`src/rtl/cp0_pkg.sv`:
```
// CP0 shared constants: register numbers, field positions, ExcCodes.
package cp0_pkg;

  typedef logic [31:0] word_t;

  localparam logic [4:0] REG_BADVADDR = 5'd8;
  localparam logic [4:0] REG_COUNT    = 5'd9;
  localparam logic [4:0] REG_COMPARE  = 5'd11;
  localparam logic [4:0] REG_STATUS   = 5'd12;
  localparam logic [4:0] REG_CAUSE    = 5'd13;
  localparam logic [4:0] REG_EPC      = 5'd14;

  localparam int ST_IE  = 0;
  localparam int ST_EXL = 1;
  localparam int ST_BEV = 22;
  localparam int CA_BD  = 31;
  localparam int CA_TI  = 30;

  localparam logic [4:0] EXC_INT  = 5'h00;
  localparam logic [4:0] EXC_ADEL = 5'h04;
  localparam logic [4:0] EXC_ADES = 5'h05;
  localparam logic [4:0] EXC_SYS  = 5'h08;
  localparam logic [4:0] EXC_BP   = 5'h09;
  localparam logic [4:0] EXC_RI   = 5'h0A;
  localparam logic [4:0] EXC_OV   = 5'h0C;

  localparam word_t STATUS_RST = 32'h0040_0000;

endpackage

```
`src/rtl/cp0_timer.sv`:
```
// CP0 Count/Compare timer with prescaler; TI sticks until Compare is written.
module cp0_timer
  import cp0_pkg::*;
#(
  parameter int COUNT_DIV = 2
) (
  input  logic  clk,
  input  logic  rst,
  input  logic  count_we,
  input  logic  compare_we,
  input  word_t wdata,
  output word_t count,
  output word_t compare,
  output logic  ti
);

  localparam int DW = (COUNT_DIV > 1) ? $clog2(COUNT_DIV) : 1;
  localparam logic [DW-1:0] DIV_LAST = DW'(COUNT_DIV - 1);

  logic [DW-1:0] div;

  always_ff @(posedge clk or posedge rst) begin
    if (rst) begin
      div   <= '0;
      count <= '0;
    end else if (count_we) begin
      div   <= '0;
      count <= wdata;
    end else if (div == DIV_LAST) begin
      div   <= '0;
      count <= count + 32'd1;
    end else begin
      div <= div + 1'b1;
    end
  end

  always_ff @(posedge clk or posedge rst) begin
    if (rst) begin
      compare <= '0;
      ti      <= 1'b0;
    end else if (compare_we) begin
      compare <= wdata;
      ti      <= 1'b0;
    end else if (count == compare && compare != '0) begin
      ti <= 1'b1;
    end
  end

endmodule

```
`src/rtl/cp0_mlane.sv`:
```
// N-lane commit-stage CP0: exception/interrupt/ERET arbitration and CP0 state.
// Timer built only when CP0_TIMER_EN is defined.
module cp0_mlane
  import cp0_pkg::*;
#(
  parameter int          LANES      = 2,
  parameter logic [31:0] EXC_VECTOR = 32'hBFC0_0380,
  parameter int          COUNT_DIV  = 2,
  localparam int         LW = (LANES > 1) ? $clog2(LANES) : 1
) (
  input  logic              clk,
  input  logic              rst,
  input  logic [LANES-1:0]    commit_valid,
  input  logic [LANES-1:0]    exc_valid,
  input  logic [5*LANES-1:0]  exc_code,
  input  logic [32*LANES-1:0] exc_pc,
  input  logic [LANES-1:0]    exc_bd,
  input  logic [LANES-1:0]    exc_badv_vld,
  input  logic [32*LANES-1:0] exc_badvaddr,
  input  logic [LANES-1:0]    eret,
  input  logic              mtc0_we,
  input  logic [LW-1:0]     mtc0_lane,
  input  logic [4:0]        mtc0_addr,
  input  logic [31:0]       mtc0_wdata,
  input  logic [4:0]        mfc0_addr,
  output logic [31:0]       mfc0_rdata,
  input  logic [5:0]        hw_int,
  output logic              flush,
  output logic [31:0]       flush_pc,
  output logic              int_pending
);

  word_t      badv, epc, count, compare;
  logic [7:0] im;
  logic       exl, ie, bd, ti;
  logic [5:0] ip_hw;
  logic [1:0] ip_sw;
  logic [4:0] code;
  logic [7:0] ip;
  logic       int_req;

  assign ip      = {ip_hw[5] | ti, ip_hw[4:0], ip_sw};
  assign int_req = ie & ~exl & |(ip & im);

  logic [LANES-1:0] req;
  logic             req_any, int_take, win_any;
  logic [LW-1:0]    win_idx;

  assign req      = commit_valid & (exc_valid | eret);
  assign int_take = int_pending & commit_valid[0];

  // Scan high to low so the oldest requesting lane ends up selected.
  always_comb begin
    win_idx = '0;
    req_any = 1'b0;
    for (int i = LANES - 1; i >= 0; i--) begin
      if (req[i]) begin
        win_idx = LW'(i);
        req_any = 1'b1;
      end
    end
    if (int_take) win_idx = '0;
  end

  logic       take_exc, take_eret, mtc0_ok, epc_fwd;
  word_t      w_pc, w_badv;
  logic       w_bd;
  logic [4:0] w_code;

  assign win_any   = int_take | req_any;
  assign take_exc  = int_take | (req_any & exc_valid[win_idx]);
  assign take_eret = ~int_take & req_any & eret[win_idx] & ~exc_valid[win_idx];
  assign w_pc      = exc_pc[win_idx*32 +: 32];
  assign w_badv    = exc_badvaddr[win_idx*32 +: 32];
  assign w_bd      = exc_bd[win_idx];
  assign w_code    = int_take ? EXC_INT : exc_code[win_idx*5 +: 5];

  // A winner at or before the MTC0 lane squashes it.
  assign mtc0_ok = mtc0_we & ~(win_any & (win_idx <= mtc0_lane));
  assign epc_fwd = mtc0_ok & (mtc0_addr == REG_EPC);

  assign flush    = win_any & ~rst;
  assign flush_pc = !take_eret ? EXC_VECTOR :
                    epc_fwd    ? mtc0_wdata : epc;

`ifdef CP0_TIMER_EN
  cp0_timer #(.COUNT_DIV(COUNT_DIV)) u_timer (
    .clk        (clk),
    .rst        (rst),
    .count_we   (mtc0_ok && mtc0_addr == REG_COUNT),
    .compare_we (mtc0_ok && mtc0_addr == REG_COMPARE),
    .wdata      (mtc0_wdata),
    .count      (count),
    .compare    (compare),
    .ti         (ti)
  );
`else
  assign count   = '0;
  assign compare = '0;
  assign ti      = 1'b0;
`endif

  always_ff @(posedge clk or posedge rst) begin
    if (rst) begin
      badv        <= '0;
      epc         <= '0;
      im          <= '0;
      exl         <= 1'b0;
      ie          <= 1'b0;
      bd          <= 1'b0;
      ip_hw       <= '0;
      ip_sw       <= '0;
      code        <= '0;
      int_pending <= 1'b0;
    end else begin
      ip_hw       <= hw_int;
      int_pending <= int_req & ~win_any;
      if (mtc0_ok) begin
        case (mtc0_addr)
          REG_STATUS: begin
            im  <= mtc0_wdata[15:8];
            exl <= mtc0_wdata[ST_EXL];
            ie  <= mtc0_wdata[ST_IE];
          end
          REG_CAUSE: ip_sw <= mtc0_wdata[9:8];
          REG_EPC:   epc   <= mtc0_wdata;
          default: ;
        endcase
      end
      // Exception state overrides any same-cycle MTC0 fields.
      if (take_exc) begin
        if (!exl) begin
          epc <= w_bd ? w_pc - 32'd4 : w_pc;
          bd  <= w_bd;
        end
        exl  <= 1'b1;
        code <= w_code;
        if (!int_take && exc_badv_vld[win_idx]) badv <= w_badv;
      end else if (take_eret) begin
        exl <= 1'b0;
      end
    end
  end

  always_comb begin
    mfc0_rdata = '0;
    case (mfc0_addr)
      REG_BADVADDR: mfc0_rdata = badv;
      REG_COUNT:    mfc0_rdata = count;
      REG_COMPARE:  mfc0_rdata = compare;
      REG_STATUS: begin
        mfc0_rdata         = STATUS_RST;
        mfc0_rdata[15:8]   = im;
        mfc0_rdata[ST_EXL] = exl;
        mfc0_rdata[ST_IE]  = ie;
      end
      REG_CAUSE: begin
        mfc0_rdata[CA_BD] = bd;
        mfc0_rdata[CA_TI] = ti;
        mfc0_rdata[15:8]  = ip;
        mfc0_rdata[6:2]   = code;
      end
      REG_EPC: mfc0_rdata = epc;
      default: mfc0_rdata = '0;
    endcase
  end

endmodule

```
`config.mk`:
```
export PLATFORM = sky130hd
export DESIGN_NAME = cp0_mlane
export DESIGN_NICKNAME = d
export VERILOG_FILES = /design/src/rtl/cp0_pkg.sv /design/src/rtl/cp0_timer.sv /design/src/rtl/cp0_mlane.sv
export SDC_FILE = /design/constraint.sdc
export NUM_CORES = 1
export LEC_CHECK = 0
export ABC_AREA = 1
export BUFFER_PORTS_ARGS = -buffer_cell sky130_fd_sc_hd__clkbuf_2
export CAP_MARGIN = 20
export CORE_MARGIN = 2
export CORE_UTILIZATION = 40
export CTS_CLUSTER_DIAMETER = 100
export DETAILED_ROUTE_END_ITERATION = 16
export PLACE_DENSITY = 0.72
export SLEW_MARGIN = 15
export SYNTH_ARGS = -nofsm -noshare
export SYNTH_HDL_FRONTEND = slang
export SYNTH_SLANG_ARGS = --single-unit
```
`constraint.sdc`:
```
create_clock -name clk -period 3.1 [get_ports clk]
set_clock_uncertainty 0.05 [all_clocks]
set_input_delay 0.155 -clock clk [delete_from_list [all_inputs] [get_ports clk]]
set_output_delay 0.155 -clock clk [all_outputs]
set_load 0.02 [all_outputs]
```
=== Word level (Yosys, flattened, before mapping) ===
Index checks and enable logic that the tools add are counted.

* Magnitude comparators: 2
* Reductions and logical operators: 10
* Shift operators: 3
* $add $sub $neg: 1
* Equal/unequal tests: 7
* Multiplexer cells: 30
* $mul: 1
* Divide/modulo/power cells: 0
* Bitwise operators: 23

{| class="wikitable"
|+ Operator list
! cell !! number
|-
| 2-to-1 mux 32 bit || 7
|-
| indexed part select 64 x 7 -> 32 bit || 2
|-
| case mux 14 bit (3 select lines) || 1
|-
| == test 5 x 4 -> 1 bit (second input constant) || 7
|-
| case mux 8 bit (4 select lines) || 1
|-
| subtractor 32 x 3 -> 32 bit (second input constant) || 1
|-
| 2-to-1 mux 1 bit || 16
|-
| case mux 5 bit (3 select lines) || 1
|-
| bitwise AND 1 bit || 12
|-
| case mux 2 bit (3 select lines) || 2
|-
| AND reduction 2 bit || 5
|-
| indexed part select 10 x 5 -> 5 bit || 1
|-
| bitwise AND 8 bit || 1
|-
| OR reduction 8 bit || 1
|-
| inverter 1 bit || 6
|-
| nonzero test 3 bit || 2
|-
| 2-to-1 mux 5 bit || 1
|-
| multiplier 1 x 3 -> 4 bit (second input constant) || 1
|-
| bitwise AND 2 bit || 1
|-
| < comparator 1 x 2 -> 1 bit (second input constant) || 1
|-
| OR 1 bit || 2
|-
| OR 2 bit || 1
|-
| case mux 1 bit (2 select lines) || 1
|-
| less-or-equal comparator 1 bit || 1
|-
| other kinds (2) || 2
|}

* Memories kept: 0
* Word-level logic and storage cells: 87
* Output and inout port bits: 66
* ROM bits: 0
* Bits in latches: 0
* Memory bits (writable): 0
* Bits in registers: 89

=== Logic depth before layout (Yosys ltp) ===
Gate-level depths: netlist of run 1.

* Word-level depth: 12
* Depth in mapped cells: 17

=== Worst setup path after synthesis of run 1 ===
Ideal clock, no wire load.

* Path type: input-to-output
* Start: input port rst
* End: output port flush
* Buffers on the path: 0
* Stages on the path: 3
* Arrival: 2.351 ns
* Required time: 2.895 ns
* Path slack: 0.544 ns
* Cell sequence: inv_1 > nand2_1 > inv_1

* Word-level cells in the longest chain between the ends: 2

{| class="wikitable"
|+ Ends and longest elaborated chain
! item !! RTL line !! RTL
|-
| from (decl) || cp0_mlane.sv:12 || <nowiki>input logic rst,</nowiki>
|-
| inverter 1 bit || cp0_mlane.sv:82 || <nowiki>assign flush = win_any & ~rst;</nowiki>
|-
| bitwise AND 1 bit || cp0_mlane.sv:82 ||
|-
| to (decl) || cp0_mlane.sv:28 || <nowiki>output logic flush,</nowiki>
|}

No other way between the ends.

=== Worst setup path after layout of run 1 ===
* Start: register int_pending
* End: output port flush_pc[29]

* Word-level cells in the longest chain between the ends: 9
* Elaborated cells between the ends (all ways): 19

{| class="wikitable"
|+ Ends and longest elaborated chain
! item !! RTL line !! RTL
|-
| from (decl) || cp0_mlane.sv:30 || <nowiki>output logic int_pending</nowiki>
|-
| from (signal assigned) || cp0_mlane.sv:117 || <nowiki>int_pending <= int_req & ~win_any;</nowiki>
|-
| bitwise AND 1 bit * || cp0_mlane.sv:50 || <nowiki>assign int_take = int_pending & commit_valid[0];</nowiki>
|-
| 2-to-1 mux 1 bit || cp0_mlane.sv:62 || <nowiki>if (int_take) win_idx = '0;</nowiki>
|-
| less-or-equal comparator 1 bit || cp0_mlane.sv:79 || <nowiki>assign mtc0_ok = mtc0_we & ~(win_any & (win_idx <= mtc0_lane));</nowiki>
|-
| bitwise AND 1 bit || cp0_mlane.sv:79 ||
|-
| inverter 1 bit || cp0_mlane.sv:79 ||
|-
| bitwise AND 1 bit || cp0_mlane.sv:79 ||
|-
| bitwise AND 1 bit || cp0_mlane.sv:80 || <nowiki>assign epc_fwd = mtc0_ok & (mtc0_addr == REG_EPC);</nowiki>
|-
| 2-to-1 mux 32 bit || cp0_mlane.sv:84 || <nowiki>epc_fwd ? mtc0_wdata : epc;</nowiki>
|-
| 2-to-1 mux 32 bit * || cp0_mlane.sv:83 || <nowiki>assign flush_pc = !take_eret ? EXC_VECTOR :</nowiki>
|-
| to (decl) || cp0_mlane.sv:29 || <nowiki>output logic [31:0] flush_pc,</nowiki>
|}

Every way passes the cells marked *; elsewhere a longest branch is shown, timed or not. The select of a mux whose other input is x is not followed.

==> results of run 1 <==
-- area by class of cell --
| cell class | instances | area, um2 |
|---|---|---|
| fill | 1794 | 8360 |
| multi-input combinational | 745 | 3720 |
| sequential | 89 | 2230 |
| timing repair buffer | 288 | 1550 |
| inverter | 178 | 676 |
| tap | 225 | 282 |
| clock buffer | 10 | 229 |
| clock inverter | 6 | 67.6 |
-- stage by stage --
stage	util, %	instances	setup slack [ns]
floorplan	-	1060	0.544
global placement	49.0	1518	0.483
detailed placement	49.0	1518	0.454
CTS	51.2	1541	0.210
global route	51.2	1541	0.0749
finish	51.2	1541	0.237
-- worst min-delay path, delay by kind of cell --
family | cells | cell delay (ns)
simple gates | 1 | 0.05
buf+inv | 1 | 0.08
compound gates | 1 | 0.07
-- worst max-delay path by stage --
| stage | cells after the start | startpoint | slack (ns) | end |
|---|---|---|---|---|
| final | 8 | int_pending$_DFF_PP0_ | 0.24 | flush_pc[29] |
| after CTS | 8 | int_pending$_DFF_PP0_ | 0.21 | flush_pc[29] |
| after floorplan | 3 | rst | 0.54 | flush |
| after global routing | 8 | int_pending$_DFF_PP0_ | 0.07 | flush_pc[29] |
| after global placement | 16 | eret[1] | 0.48 | epc[24]$_DFF_PP0_ |
| after detailed placement | 16 | eret[1] | 0.45 | epc[24]$_DFF_PP0_ |
-- metal layers --
metal  GRT usage, %  up-vias  part of all wire (%)
met5              0        -                     0
met4           8.22        0                   2.2
met3           3.89       34                   7.9
met2           41.1      299                    46
met1           36.1     3477                    44
li1               -     3847                     -
-- power by group --
part           switching, uW  total (uW)  internal (uW)
clock                    468        1100            628
sequential               119        1660           1540
combinational           1190        1770            588
-- state kept, by name (all words and copies together), names as in the netlist --
name	cells
im	8
bd	1
ip_hw	6
badv	32
ie	1
exl	1
epc	32
code	5
int_pending	1
ip_sw	2
-- repair_timing --
action	4_1_cts	5_1_grt
hold buffers	7	0
endpoints found under the setup margin	0	0
endpoints found under the hold margin	45	0
-- logic make-up (layout without fill, tap and decap cells) --
| logic type | after synthesis | count (layout) | share of synthesized area, % |
|---|---|---|---|
| mux | 6 | 6 | 0.959 |
| xor+xnor | 11 | 11 | 1.39 |
| simple gates | 573 | 573 | 36.7 |
| fa+ha+maj | 1 | 1 | 0.181 |
| compound gates | 154 | 154 | 14.5 |
| buf+inv | 226 | 482 | 14.1 |
| flops | 89 | 89 | 32.2 |
-- cells in the final DEF, fill, tap and decap left out, drive strengths merged, types with 2 or more instances in the layout --
cell | Yosys | routed
nand2 | 375 | 375
a21oi | 5 | 5
buf | 32 | 16
nand3b | 2 | 2
nand3 | 36 | 36
nor3 | 5 | 5
clkinvlp | 0 | 2
xnor2 | 5 | 5
dfrtp | 89 | 89
a221oi | 6 | 6
xor2 | 6 | 6
dlygate4sd3 | 0 | 7
nand4 | 41 | 41
o22ai | 16 | 16
o32ai | 3 | 3
clkinv | 0 | 2
nor2 | 97 | 97
o221ai | 9 | 9
nor4 | 3 | 3
clkbuf | 16 | 275
inv | 178 | 179
or2 | 13 | 13
a31oi | 4 | 4
o2111ai | 2 | 2
o21ai | 106 | 106
mux2 | 5 | 5
==> impl_results.md, run 1 <==
* HPWL after detailed placement at 18900 um
* Slew @ Worst Pin at 1.02 ns
* Fin. max-slew vios at 0
* Worst setup EP type: output pin
* Total GRT Usage at 25.8%
* Slowest stage delay, CP at 0.42 ns
* Min-delay src: exc_pc[0]
* # clock sinks at 89
* Wire per inst at 15.6 um
* DRT iter0 DRCs at 668
* Worst vdd ir at 0.000254 V
* Crit path buf inv count at 3
* Root Buffer: clkbuf_16
* Final hold vios at 0
* Core area at 17100 um2
* Area leader, netlist: dfrtp_1
* TritonCTS buffer count at 9
* Buffers on Ports at 265
* Crit Path Category: reg -> out
* Starting Density at 40.4%
* EDFF count, synth at 0
* Detail-routed via count per cell at 4.97
* Hold slack at 0.00919 ns
* Clock buffer depth at 2
* Post-synthesis net count at 1261
* Vias at 7657
* Startpoint Class: flip-flop
* Nets at 1512
* Cell count after synthesis at 1060
* Die width at 135 um
* Cell family with most CP delay: simple AND/OR/NAND/NOR gates
* Latest clock arrival within the worst-skew pair at 0.34 ns
* Reg-to-Reg Start: int_pending$_DFF_PP0_
* Io pins at 266
* Antenna Nets Post-Route at 0
* Placed Instance Area at 8390 um2
* Top cells by area, synth: dfrtp_1 (32%), nand2_1 (20%), inv_1 (9.6%), o21ai_0 (4.9%), nor2_1 (4.1%)
* Clock slew at reported path FFs at 0.06 ns
* Worst hold path type: in -> reg
* Pleak at 0.00484 uW
* YS warnings at 0
* Post-CTS Setup Inserts at 0
* WHS Endpoint: epc[0]$_DFF_PP0_
* Power Density at 518 nW/um2
* Synth top cells by count: nand2_1 (361), inv_1 (176), dfrtp_1 (89), nor2_1 (76), o21ai_0 (68)
* Cell-by-cell trace of the critical path: nand2_2, nand3_4, mux2i_1, nor3_1, buf_4, inv_1, or2_1, clkbuf_2
* R2R depth at 14
* RSZ-0062 raised after global routing: no
* Crit path max-delay cell type: inv_1
* CTS tree: done
* CP arrival at 2.66 ns
* Detailed Route WL at 24000 um
* Relative slew slack at 32.2%
* Antenna Cells at 0
* GP Congestion at 0.923
* Crit Path Max Fanout at 31
* Post-route clock period utilization at 92.4%
* Initial antenna violation count at 0
* Die Area at 18400 um2
* Share of layout cells above drive strength 1 at 28.6%
* Setup tns final at 0 ns
* Flop2flop setup slack at 0.44 ns
* Sequential cell area fraction in the yosys report at 32.2%
* Critical path required time at 2.89 ns
* Worst Hold Depth at 3
* Yosys cell types at 47
* Number of synthesized register bits at 89
* Reg2reg end: epc[24]$_DFF_PP0_
* Global-route wire length before repair at 36300 um
* Initial DRT Pass Iterations at 5
* Status: finished clean
* Ys flop type: dfrtp_1
* Synthesized area per cell at 6.53 um2
* Std cell rows at 48
* Power Total at 4530 uW
* DRC at 0
* Congestion Overflow GR at 0
* Endpoints failing setup at 0
* Fin area at 8760 um2
* Synthesized cell area at 6920 um2
* Fmax at 349 MHz
* Cts repair resizes at 0
* Crit path time final at 2.86 ns
* Die Y at 135 um
* Most frequent cell after synthesis: nand2_1
* Max Cap Violations at 0
* CTS HTree Levels at 3
* Area delta synth->final at 26.6%
* Largest net degree at the start of global routing at 65
* Async SR Flop Fraction at 100%
* Number of global-route vias before repair at 6841
* Top cell type's share of synthesized area at 32.2%
(Power assumes the default switching activity.)
==> run 2: changes to the inputs <==
Settings changed: CORE_ASPECT_RATIO set to 0.75, SKIP_CTS_REPAIR_TIMING set to 1.
==> impl_results.md, run 2 (same netlist as run 1, synthesis figures left out) <==
* Status: finished clean
* Wire per inst at 16.1 um
* Initial DRT Pass Iterations at 5
* # clock sinks at 89
* Die Y at 118 um
* Worst setup EP type: output pin
* Std cell rows at 41
* Fillcell total at 1772
* Die width at 156 um
* DRC at 0
* Global-route wire length before repair at 38900 um
* Power Density at 518 nW/um2
* Hold slack at 0.0198 ns
* Congestion Overflow GR at 0
* GP Congestion at 0.910
* Max Cap Violations at 0
* Largest net degree at the start of global routing at 65
* Fin. max-slew vios at 0
* TritonCTS buffer count at 9
* Starting Density at 41.0%
* Vias at 7679
* Worst vdd ir at 0.000287 V
* Clock buffer depth at 2
* Antenna Cells at 0
* Initial antenna violation count at 0
* Antenna Nets Post-Route at 0
* Worst hold path type: in -> reg
* Root Buffer: clkbuf_16
* RSZ-0062 raised after global routing: no
* Clock slew at reported path FFs at 0.07 ns
* CTS tree: done
* Crit path max-delay cell type: dfrtp_1
* Crit Path Category: reg -> out
* Io pins at 266
* Detail-routed via count per cell at 5.01
* CTS HTree Levels at 3
* Endpoints failing setup at 0
* Core area at 16900 um2
* Biggest regs: badv x32, epc x32, im x8
* Number of global-route vias before repair at 7352
* Post-route clock period utilization at 92.0%
* Relative slew slack at 40.9%
* Slew @ Worst Pin at 0.886 ns
* Share of layout cells above drive strength 1 at 28.8%
* DRT iter0 DRCs at 497
* Nets at 1513
* Commonest non-fill, non-tap cells in the layout: nand2_1 (361), clkbuf_2 (265), inv_1 (175)
* Slowest stage delay, CP at 0.37 ns
* Area delta synth->final at 26.2%
* Buffers on Ports at 265
* Setup tns final at 0 ns
* Die Area at 18400 um2
* Latest clock arrival within the worst-skew pair at 0.33 ns
* Detailed Route WL at 24700 um
* Commonest non-fill, non-tap cell in the layout: nand2_1
* Critical path required time at 2.89 ns
* Crit Path Max Fanout at 35
* Total GRT Usage at 27.0%
* Final hold vios at 0
* Crit path time final at 2.85 ns
* CP arrival at 2.65 ns
* Worst path most repeated cell: buf_4
* Cell-by-cell trace of the critical path: nand2_2, nand3_4, buf_6, mux2i_1, nor3_1, buf_4, inv_1, buf_4, or2_1, clkbuf_2
* HPWL after detailed placement at 19700 um
* Startpoint Class: flip-flop
* Fmax at 351 MHz
* Pleak at 0.00485 uW
==> run 2: final timing paths <==
check / cells after the start / endpoint / slack [ns] / start
worst min register to register: 1 / int_pending$_DFF_PP0_ / 0.45 / exl$_DFFE_PP0P_
worst max-delay path: 10 / flush_pc[9] / 0.25 / int_pending$_DFF_PP0_
worst max register to register: 12 / epc[16]$_DFF_PP0_ / 0.52 / int_pending$_DFF_PP0_
worst min-delay path: 3 / epc[0]$_DFF_PP0_ / 0.02 / exc_pc[0]
max in group asynchronous: 4 / epc[29]$_DFF_PP0_ / 1.57 / rst
min in group asynchronous: 3 / badv[10]$_DFFE_PP0P_ / 0.40 / rst
==> run 2: cell type report <==
class,instances,area (um2),share of cell area [%]
Clock inverter,4,26.3,0.301
Timing Repair Buffer,289,1540,17.7
Clock buffer,12,267,3.05
Multi-Input combinational cell,745,3720,42.6
Tap cell,215,269,3.08
Sequential cell,89,2230,25.5
Inverter,178,676,7.74
==> run 2: worst max-delay path: cells and delay by family, from the launching register on <==
kind	cells	cell delay, ns
simple gates	4	0.66
flops	1	0.37
mux	1	0.23
buf+inv	5	1.04
==> run 2: per-stage QoR <==
stage	utilization, %	total power, uW	area [um2]	instances	setup WS (ns)
after global routing	51.7	4840	8730	1532	0.0265
after CTS	51.3	4530	8650	1525	0.138
after global placement	49.5	3410	8360	1509	0.602
after detailed placement	49.5	3430	8360	1509	0.510
final	51.7	4520	8730	1532	0.248
after floorplan	-	2810	6920	1060	0.544
==> run 2: metal layers <==
metal / share of wire [%] / up-vias / GRT usage [%]
met5: 0 / - / 0
met4: 2.1 / 0 / 7.57
met3: 7.3 / 33 / 5.78
met2: 44 / 316 / 42.9
met1: 46 / 3483 / 37.2
li1: - / 3847 / -
==> run 2: where the power goes <==
group / switching [uW] / internal (uW)
logic: 1180 / 585
clock network: 472 / 609
registers: 128 / 1540
total: 1780 / 2740
